<file path="config.mk">
export PLATFORM = sky130hd
export DESIGN_NAME = count_ctrl_flat
export DESIGN_NICKNAME = d
export VERILOG_FILES = /design/src/rtl/count_ctrl_if.sv /design/src/rtl/count_ctrl.sv /design/src/flat_wrapper.sv
export SDC_FILE = /design/constraint.sdc
export NUM_CORES = 1
export LEC_CHECK = 0
export CAP_MARGIN = 10
export CORE_MARGIN = 4
export CORE_UTILIZATION = 52
export CTS_BUF_LIST = sky130_fd_sc_hd__clkbuf_8
export DETAILED_ROUTE_END_ITERATION = 8
export PLACE_DENSITY = 0.85
export SLEW_MARGIN = 20
export SYNTH_ARGS = -nofsm -noshare
export SYNTH_HDL_FRONTEND = slang
export SYNTH_SLANG_ARGS = --single-unit
</file>
<file path="constraint.sdc">
create_clock -name clk -period 2.15 [get_ports clk]
set_input_delay 0.43 -clock clk [delete_from_list [all_inputs] [get_ports clk]]
set_output_delay 0.43 -clock clk [all_outputs]
set_load 0.02 [all_outputs]
</file>
<file path="src/rtl/count_ctrl_if.sv">
// Bundles the push-buttons, switches, preload bus and status outputs of count_ctrl.
// The master side (board / testbench) drives the controls; the slave side is the counter.
interface count_ctrl_if;
    logic       btn_start;
    logic       btn_pause;
    logic       btn_clear;
    logic       up_dn;
    logic       mode_wrap;
    logic       ld_en;
    logic [3:0] ld_val;
    logic [3:0] cnt;
    logic [1:0] state;
    logic       tick;
    logic       done;

    modport master (
        output btn_start, btn_pause, btn_clear, up_dn, mode_wrap, ld_en, ld_val,
        input  cnt, state, tick, done
    );

    modport slave (
        input  btn_start, btn_pause, btn_clear, up_dn, mode_wrap, ld_en, ld_val,
        output cnt, state, tick, done
    );
endinterface

</file>
<file path="src/rtl/count_ctrl.sv">
// 4-bit up/down counter with start/pause/clear push-buttons and a clock divider.
// The counter steps once every DIV clocks while running; it either wraps at
// 15/0 or stops there and reports done. Buttons are synchronized and edge-detected.
module count_ctrl #(
    parameter int DIV = 50000000
) (
    input logic         clk,
    input logic         rst,
    count_ctrl_if.slave bus
);

    typedef enum logic [1:0] {
        IDLE  = 2'b00,
        RUN   = 2'b01,
        PAUSE = 2'b10,
        DONE  = 2'b11
    } state_t;

    localparam logic [26:0] DIV_LAST = 27'(DIV - 1);

    state_t      state_q, state_d;
    logic [3:0]  cnt_q, cnt_d;
    logic [26:0] div_q, div_d;
    logic        done_q;

    // bit 0: first sync stage, bit 1: second sync stage, bit 2: previous value
    logic [2:0]  start_sync, pause_sync, clear_sync;

    logic start_raw, pause_raw, clear_raw;
    logic start_p, pause_p, clear_p;
    logic tick_int, at_term;

    // Two-flop synchronizers plus a history flop for each button
    always_ff @(posedge clk or negedge rst) begin
        if (!rst) begin
            start_sync <= 3'b000;
            pause_sync <= 3'b000;
            clear_sync <= 3'b000;
        end else begin
            start_sync <= {start_sync[1:0], bus.btn_start};
            pause_sync <= {pause_sync[1:0], bus.btn_pause};
            clear_sync <= {clear_sync[1:0], bus.btn_clear};
        end
    end

    assign start_raw = start_sync[1] & ~start_sync[2];
    assign pause_raw = pause_sync[1] & ~pause_sync[2];
    assign clear_raw = clear_sync[1] & ~clear_sync[2];

    // Clear beats pause beats start; the losers are dropped for that cycle
    assign clear_p = clear_raw;
    assign pause_p = pause_raw & ~clear_raw;
    assign start_p = start_raw & ~clear_raw & ~pause_raw;

    // Tick is gated by RUN so a divider frozen at its last value in PAUSE stays quiet
    assign tick_int = (state_q == RUN) && (div_q == DIV_LAST);
    assign at_term  = bus.up_dn ? (cnt_q == 4'hF) : (cnt_q == 4'h0);

    // State register
    always_ff @(posedge clk or negedge rst) begin
        if (!rst) begin
            state_q <= IDLE;
        end else begin
            state_q <= state_d;
        end
    end

    // Next-state, next-count and next-divider decisions
    always_comb begin
        state_d = state_q;
        cnt_d   = cnt_q;
        div_d   = div_q;
        if (clear_p) begin
            state_d = IDLE;
            cnt_d   = 4'h0;
            div_d   = 27'd0;
        end else begin
            case (state_q)
                IDLE: begin
                    div_d = 27'd0;
                    if (bus.ld_en) begin
                        cnt_d = bus.ld_val;
                    end
                    if (start_p) begin
                        state_d = RUN;
                    end
                end
                RUN: begin
                    div_d = (div_q == DIV_LAST) ? 27'd0 : div_q + 27'd1;
                    if (tick_int) begin
                        if (!at_term) begin
                            cnt_d = bus.up_dn ? cnt_q + 4'd1 : cnt_q - 4'd1;
                        end else if (bus.mode_wrap) begin
                            cnt_d = bus.up_dn ? 4'h0 : 4'hF;
                        end else begin
                            state_d = DONE;
                        end
                    end
                    if (pause_p && state_d == RUN) begin
                        state_d = PAUSE;
                    end
                end
                PAUSE: begin
                    if (start_p) begin
                        state_d = RUN;
                    end
                end
                DONE: begin
                    div_d = 27'd0;
                end
                default: begin
                    state_d = IDLE;
                end
            endcase
        end
    end

    // Count, divider and done flag registers
    always_ff @(posedge clk or negedge rst) begin
        if (!rst) begin
            cnt_q  <= 4'h0;
            div_q  <= 27'd0;
            done_q <= 1'b0;
        end else begin
            cnt_q  <= cnt_d;
            div_q  <= div_d;
            done_q <= (state_d == DONE);
        end
    end

    assign bus.cnt   = cnt_q;
    assign bus.state = state_q;
    assign bus.tick  = tick_int;
    assign bus.done  = done_q;

endmodule

</file>
<file path="src/flat_wrapper.sv">
// flat-port wrapper written by rule: the top's interface ports become plain ports
module count_ctrl_flat 
#(
    parameter int DIV = 50000000
)
  (clk, rst, bus_btn_start, bus_btn_pause, bus_btn_clear, bus_up_dn, bus_mode_wrap, bus_ld_en, bus_ld_val, bus_cnt, bus_state, bus_tick, bus_done);
  count_ctrl_if bus_i ();
  input logic clk;
  input logic rst;
  input wire logic [$bits(bus_i.btn_start)-1:0] bus_btn_start;
  input wire logic [$bits(bus_i.btn_pause)-1:0] bus_btn_pause;
  input wire logic [$bits(bus_i.btn_clear)-1:0] bus_btn_clear;
  input wire logic [$bits(bus_i.up_dn)-1:0] bus_up_dn;
  input wire logic [$bits(bus_i.mode_wrap)-1:0] bus_mode_wrap;
  input wire logic [$bits(bus_i.ld_en)-1:0] bus_ld_en;
  input wire logic [$bits(bus_i.ld_val)-1:0] bus_ld_val;
  output wire logic [$bits(bus_i.cnt)-1:0] bus_cnt;
  output wire logic [$bits(bus_i.state)-1:0] bus_state;
  output wire logic [$bits(bus_i.tick)-1:0] bus_tick;
  output wire logic [$bits(bus_i.done)-1:0] bus_done;
  assign bus_i.btn_start = bus_btn_start;
  assign bus_i.btn_pause = bus_btn_pause;
  assign bus_i.btn_clear = bus_btn_clear;
  assign bus_i.up_dn = bus_up_dn;
  assign bus_i.mode_wrap = bus_mode_wrap;
  assign bus_i.ld_en = bus_ld_en;
  assign bus_i.ld_val = bus_ld_val;
  assign bus_cnt = bus_i.cnt;
  assign bus_state = bus_i.state;
  assign bus_tick = bus_i.tick;
  assign bus_done = bus_i.done;
  count_ctrl #(.DIV(DIV)) u_core (.clk(clk), .rst(rst), .bus(bus_i));
endmodule
</file>
# Word-level counts from Yosys, hierarchy flattened

Cells that the tools add are included.
Widths: inputs -> output; s select.

Memories kept: 0
RAM bits: 0
Memory bits (read-only): 0
Bits in registers: 43
Logic and storage cells: 61
Latch bits: 0

$lt $le $gt $ge: 0
Reduce and logical (&&, ||, !) cells: 9
Add/subtract/negate cells: 3
Multipliers: 0
Shift operators: 0
Divide/modulo/power cells: 0
Mux-type cells: 21
Equality and inequality tests: 10
Bitwise logic cells: 11

Operators with widths:

| kind                  | number |
|---|---|
| $mux 27               | 2 |
| $pmux 27 s2           | 1 |
| $mux 4                | 7 |
| $add 27x1->27 const B | 1 |
| $eq 27x26->1 const B  | 1 |
| $mux 2                | 8 |
| $pmux 4 s2            | 1 |
| $and 1x1->1           | 6 |
| $eq 2x2->1 const B    | 3 |
| $ne 3x2->1 const B    | 2 |
| $reduce_bool 3->1     | 2 |
| $not 1->1             | 5 |
| $add 4x1->4 const B   | 1 |
| $eq 2x1->1 const B    | 2 |
| $eq 4x4->1 const B    | 1 |
| $logic_not 4->1       | 1 |
| $ne 4x3->1 const B    | 1 |
| $pmux 2 s2            | 1 |
| $reduce_and 4->1      | 1 |
| $reduce_or 2->1       | 2 |
| $sub 4x1->4 const B   | 1 |
| $logic_and 1x1->1     | 2 |
| $logic_not 2->1       | 1 |
| $mux 1                | 1 |

# Depth between registers and ports, before layout

Depth after elaboration: 12
Gate-level depth with buffers: 8

# Worst setup path before layout

OpenSTA, ideal clock, no wires.

Kind: register -> register
From: reg u_core.state_q[0] (netlist: u_core.bus.state[0])
To: reg u_core.div_q[14]
Data required time: 2.063 ns
Path buffers: 1
Clock period less this slack: 2.161 ns
Stages on the path, launching flop included: 9
Slack: -0.011 ns
Data arrival time: 2.074 ns
Path through: dfrtp_1 -> inv_1 -> ha_1 -> clkbuf_1 -> clkinv_1 -> o2111a_1 -> and3_1 -> a21o_1 -> o211ai_1

Longest elaborated chain between the ends: 4
Elaborated cells between the ends (all ways): 7
Classes of those cells: 2 x eq/ne; 2 x mux; 3 x reduce/logical

RTL lines:

| element                                       | line              | RTL |
|---|---|---|
| from (decl)                                   | count_ctrl.sv:21  | `state_t state_q, state_d;` |
| from (signal assigned)                        | count_ctrl.sv:64  | `state_q <= state_d;` |
| $eq 2x2->1 or $logic_not 2->1 (tied branches) | count_ctrl.sv:78  | `case (state_q)` |
| $reduce_or 2->1 (no line)                     | --                |  |
| $pmux 27 s2                                   | count_ctrl.sv:78  |  |
| $mux 27                                       | count_ctrl.sv:73  | `if (clear_p) begin` |
| to (signal assigned)                          | count_ctrl.sv:126 | `div_q <= div_d;` |
| to (decl)                                     | count_ctrl.sv:23  | `logic [26:0] div_q, div_d;` |

Several ways; a longest one is shown, not always the timed one.
A chain may end at the register's enable or synchronous reset.

# Final worst setup path

From: reg u_core.div_q[1]
To: out bus_tick

Longest elaborated chain between the ends: 2

RTL lines:

| element           | line               | RTL |
|---|---|---|
| $eq 27x26->1      | count_ctrl.sv:56   | `assign tick_int = (state_q == RUN) && (div_q == DIV_LAST);` |
| $logic_and 1x1->1 | count_ctrl.sv:56   |  |
| to (decl)         | flat_wrapper.sv:19 | `output wire logic [$bits(bus_i.tick)-1:0] bus_tick;` |

No other way between the ends.

==> flow_metrics.tcl <==
set metrics [dict create \
    wl_met1_mm 2.75 \
    die_h_um 77.3 \
    yosysSeqAreaShare_pct 43.1 \
    status "finished, final reports clean" \
    synth_edf_count 0 \
    p_total_w 0.00287 \
    p_leak_nw 1.42 \
    preCtsSetupSlack_ns -0.0899 \
    reg2reg_from "u_core.div_q[18]$_DFFE_PN0P_" \
    start_util_pct 55.4 \
    path_class "flop to primary output" \
    area_growth_pct 30.7 \
    drcViolationCount 0 \
    maxUsedRoutingLayer "met4" \
    timing.slew.headroom_pct 63.7 \
    die_w_um 77.3 \
    end_kind "primary output" \
    r2r_slack_ns 0.07 \
    ir_worst_vdd_mv 0.627 \
    finalSetupViolCount 0 \
    coreArea_um2 4500 \
    design_area_um2 3260 \
    avgSynthCellArea_um2 9.38 \
    wl_met2_mm 3.19 \
    n_antenna_cell 0 \
    start_kind "flop" \
    post-route-util_pct 72.4 \
    vias 2390 \
    ys_warn_count 0 \
    cts.sinks 43 \
    drt_iter0_drc 117 \
    gp_congestion 0.907 \
    min_period_over_period_pct 97.7 \
    numPortBuffers 19 \
    syn_area_um2 2500 \
    hold_viol_final 0 \
    hpwlAfterDp_mm 4.54 \
    clkTransAtPathRegs_ns 0.09 \
    cp.arrival_ns 1.67 \
    critPathMaxFanout 2 \
    wl_met3_um 322 \
    synth-async-reset-ratio_pct 100 \
    worst_pin_slew_ns 0.544 \
    startpoint "u_core.div_q[1]$_DFFE_PN0P_" \
    min_path_type "input port to async pin" \
    synth_seq_cells 43 \
    antenna_found_initial 0 \
    min_period_ns 2.10 \
    clockBufferDepth 2 \
    synth_fp_nets 286 \
    dieArea_um2 5970 \
    drv_slew 0 \
    final_nets 352 \
    drtAntennaViolNets 0 \
    overflow 0 \
    clk_latency_ns 0.31 \
    drive_above_1_share_pct 22.2 \
    htree_levels 2 \
    rows 24 \
    grt_usage_pct 22.0 \
    crit_required_ns 1.72 \
    final_cell_mix "buf_4 (47), dfrtp_1 (42), nor2_1 (27)" \
    finalWorstSetupSlack_ns 0.0495 \
    wl_per_cell_um 16.5 \
    powerDensity_nw_per_um2 881 \
    rsz0062_at_grt "true" \
    grt_pass1_vias 2365 \
    placed_cell_area_um2 3060 \
    cts_tree "yes" \
    drtPass1Iterations 4 \
    synthCells 266 \
    final_common_cell "buf_4" \
    max_cap_viol_count 0 \
    io-pin-count 20 \
    tns_ns 0 \
    grt_max_degree 44 \
    synth.distinct_cells 55 \
    r2r_end "u_core.div_q[20]$_DFFE_PN0P_" \
    hold_buffers 0 \
    grt_pass1_wl_mm 10.7 \
    cts_buffers 5 \
    reg2reg_depth 7 \
    finalWirelength_mm 6.36 \
    skew_ns 0.0177 \
    synth-main-ff-cell "dfrtp_1" \
    max_freq_mhz 476 \
    via_per_inst 6.21 \
    root_buffer "clkbuf_8" \
]
## sequential cells by signal, indices dropped and copies added, names as in the netlist
signal and count:
u_core.div_q 27, u_core.clear_sync 3, u_core.start_sync 3, u_core.bus.done 1, u_core.bus.state 2, u_core.bus.cnt 4
u_core.pause_sync 3
## what timing repair did
action,4_1_cts,5_1_grt
pin swaps,1,2
setup endpoints to repair,15,18
buffers inserted,0,3
resized for setup,7,8
## metrics by stage
step           std cells  hold WS, ns
2_1_floorplan        266        0.134
3_3_place_gp         374        0.334
3_5_place_dp         374        0.339
4_1_cts              382        0.205
5_1_grt              385        0.231
6_report             385        0.172
## per-layer routing
layer	up-vias	track usage, %
met2	73	38.3
met4	0	7.83
met5	-	0
li1	1132	-
met1	1176	26.9
met3	9	4.45
## synth_stat cells, types with 2 or more instances
cell | number | area share (%)
nand2b_1 | 4 | 1.0
inv_1 | 12 | 1.8
a21o_1 | 3 | 0.90
nand4_1 | 8 | 2.0
nor3_1 | 7 | 1.4
buf_2 | 2 | 0.40
a2111oi_0 | 2 | 0.70
mux2i_1 | 6 | 2.4
nor4_1 | 4 | 1.0
o41ai_1 | 2 | 0.70
and2_1 | 4 | 1.0
and3_1 | 8 | 2.0
o221ai_1 | 2 | 0.70
a211oi_1 | 2 | 0.60
or4_1 | 2 | 0.60
or3_1 | 4 | 1.0
ha_1 | 7 | 3.5
nor2b_1 | 2 | 0.50
nand3_1 | 12 | 2.4
o211ai_1 | 2 | 0.60
nor4b_1 | 4 | 1.4
a211o_1 | 2 | 0.70
clkbuf_1 | 7 | 1.1
a221oi_1 | 2 | 0.70
nand2_1 | 19 | 2.9
a31oi_1 | 6 | 1.5
dfrtp_1 | 43 | 43
xnor2_1 | 7 | 2.5
and4_1 | 6 | 2.1
a21oi_1 | 9 | 1.8
o21ai_0 | 7 | 1.4
o311a_1 | 2 | 0.80
xor2_1 | 7 | 2.5
a32o_1 | 2 | 0.80
nor2_1 | 28 | 4.2
## logic make-up (layout without fill, tap and decap cells)
kind of cell	after synthesis	count (layout)	share of synthesized area (%)
AOI/OAI and AO/OA	55	55	16.3
xor gates and xnor gates	14	14	4.91
adders and majority gates	8	8	4.31
buffers and inverters	22	89	3.41
DFF	43	43	43.1
muxes	6	6	2.41
and+or+nand+nor	118	118	25.6
## area by class of cell
class                   instances  area (um2)
multi-input cells             201        1390
fillers                       319        1240
flip-flops and latches         43        1080
repair buffers                 68         564
clock buffers                   5        68.8
well taps                      52        65.1
inverters                      13        50.0
clock inverters                 3        47.5
## power by group
group	internal [W]	switching [W]
registers	0.000877	0.0000966
logic	0.000583	0.000649
clock network	0.000352	0.000315
total	0.00181	0.00106
## worst max-delay path by stage
stage          cells past startpoint                             to  slack (ns)
2_1_floorplan                      8   u_core.div_q[14]$_DFFE_PN0P_        0.06
3_3_place_gp                       8  u_core.bus.cnt[3]$_DFFE_PN0P_       -0.02
3_5_place_dp                       8  u_core.bus.cnt[3]$_DFFE_PN0P_       -0.09
4_1_cts                            7   u_core.div_q[26]$_DFFE_PN0P_        0.01
5_1_grt                            6                       bus_tick       -0.03
6_report                           6                       bus_tick        0.05
## worst max-delay path, stage by stage, from the launching register on
cell	delay, ns
dfrtp_1	0.37
ha_1	0.17
and4_4	0.24
nand4_1	0.14
nor2_2	0.15
and2_1	0.14
buf_2	0.16
Power figures use the tool's default switching activity.
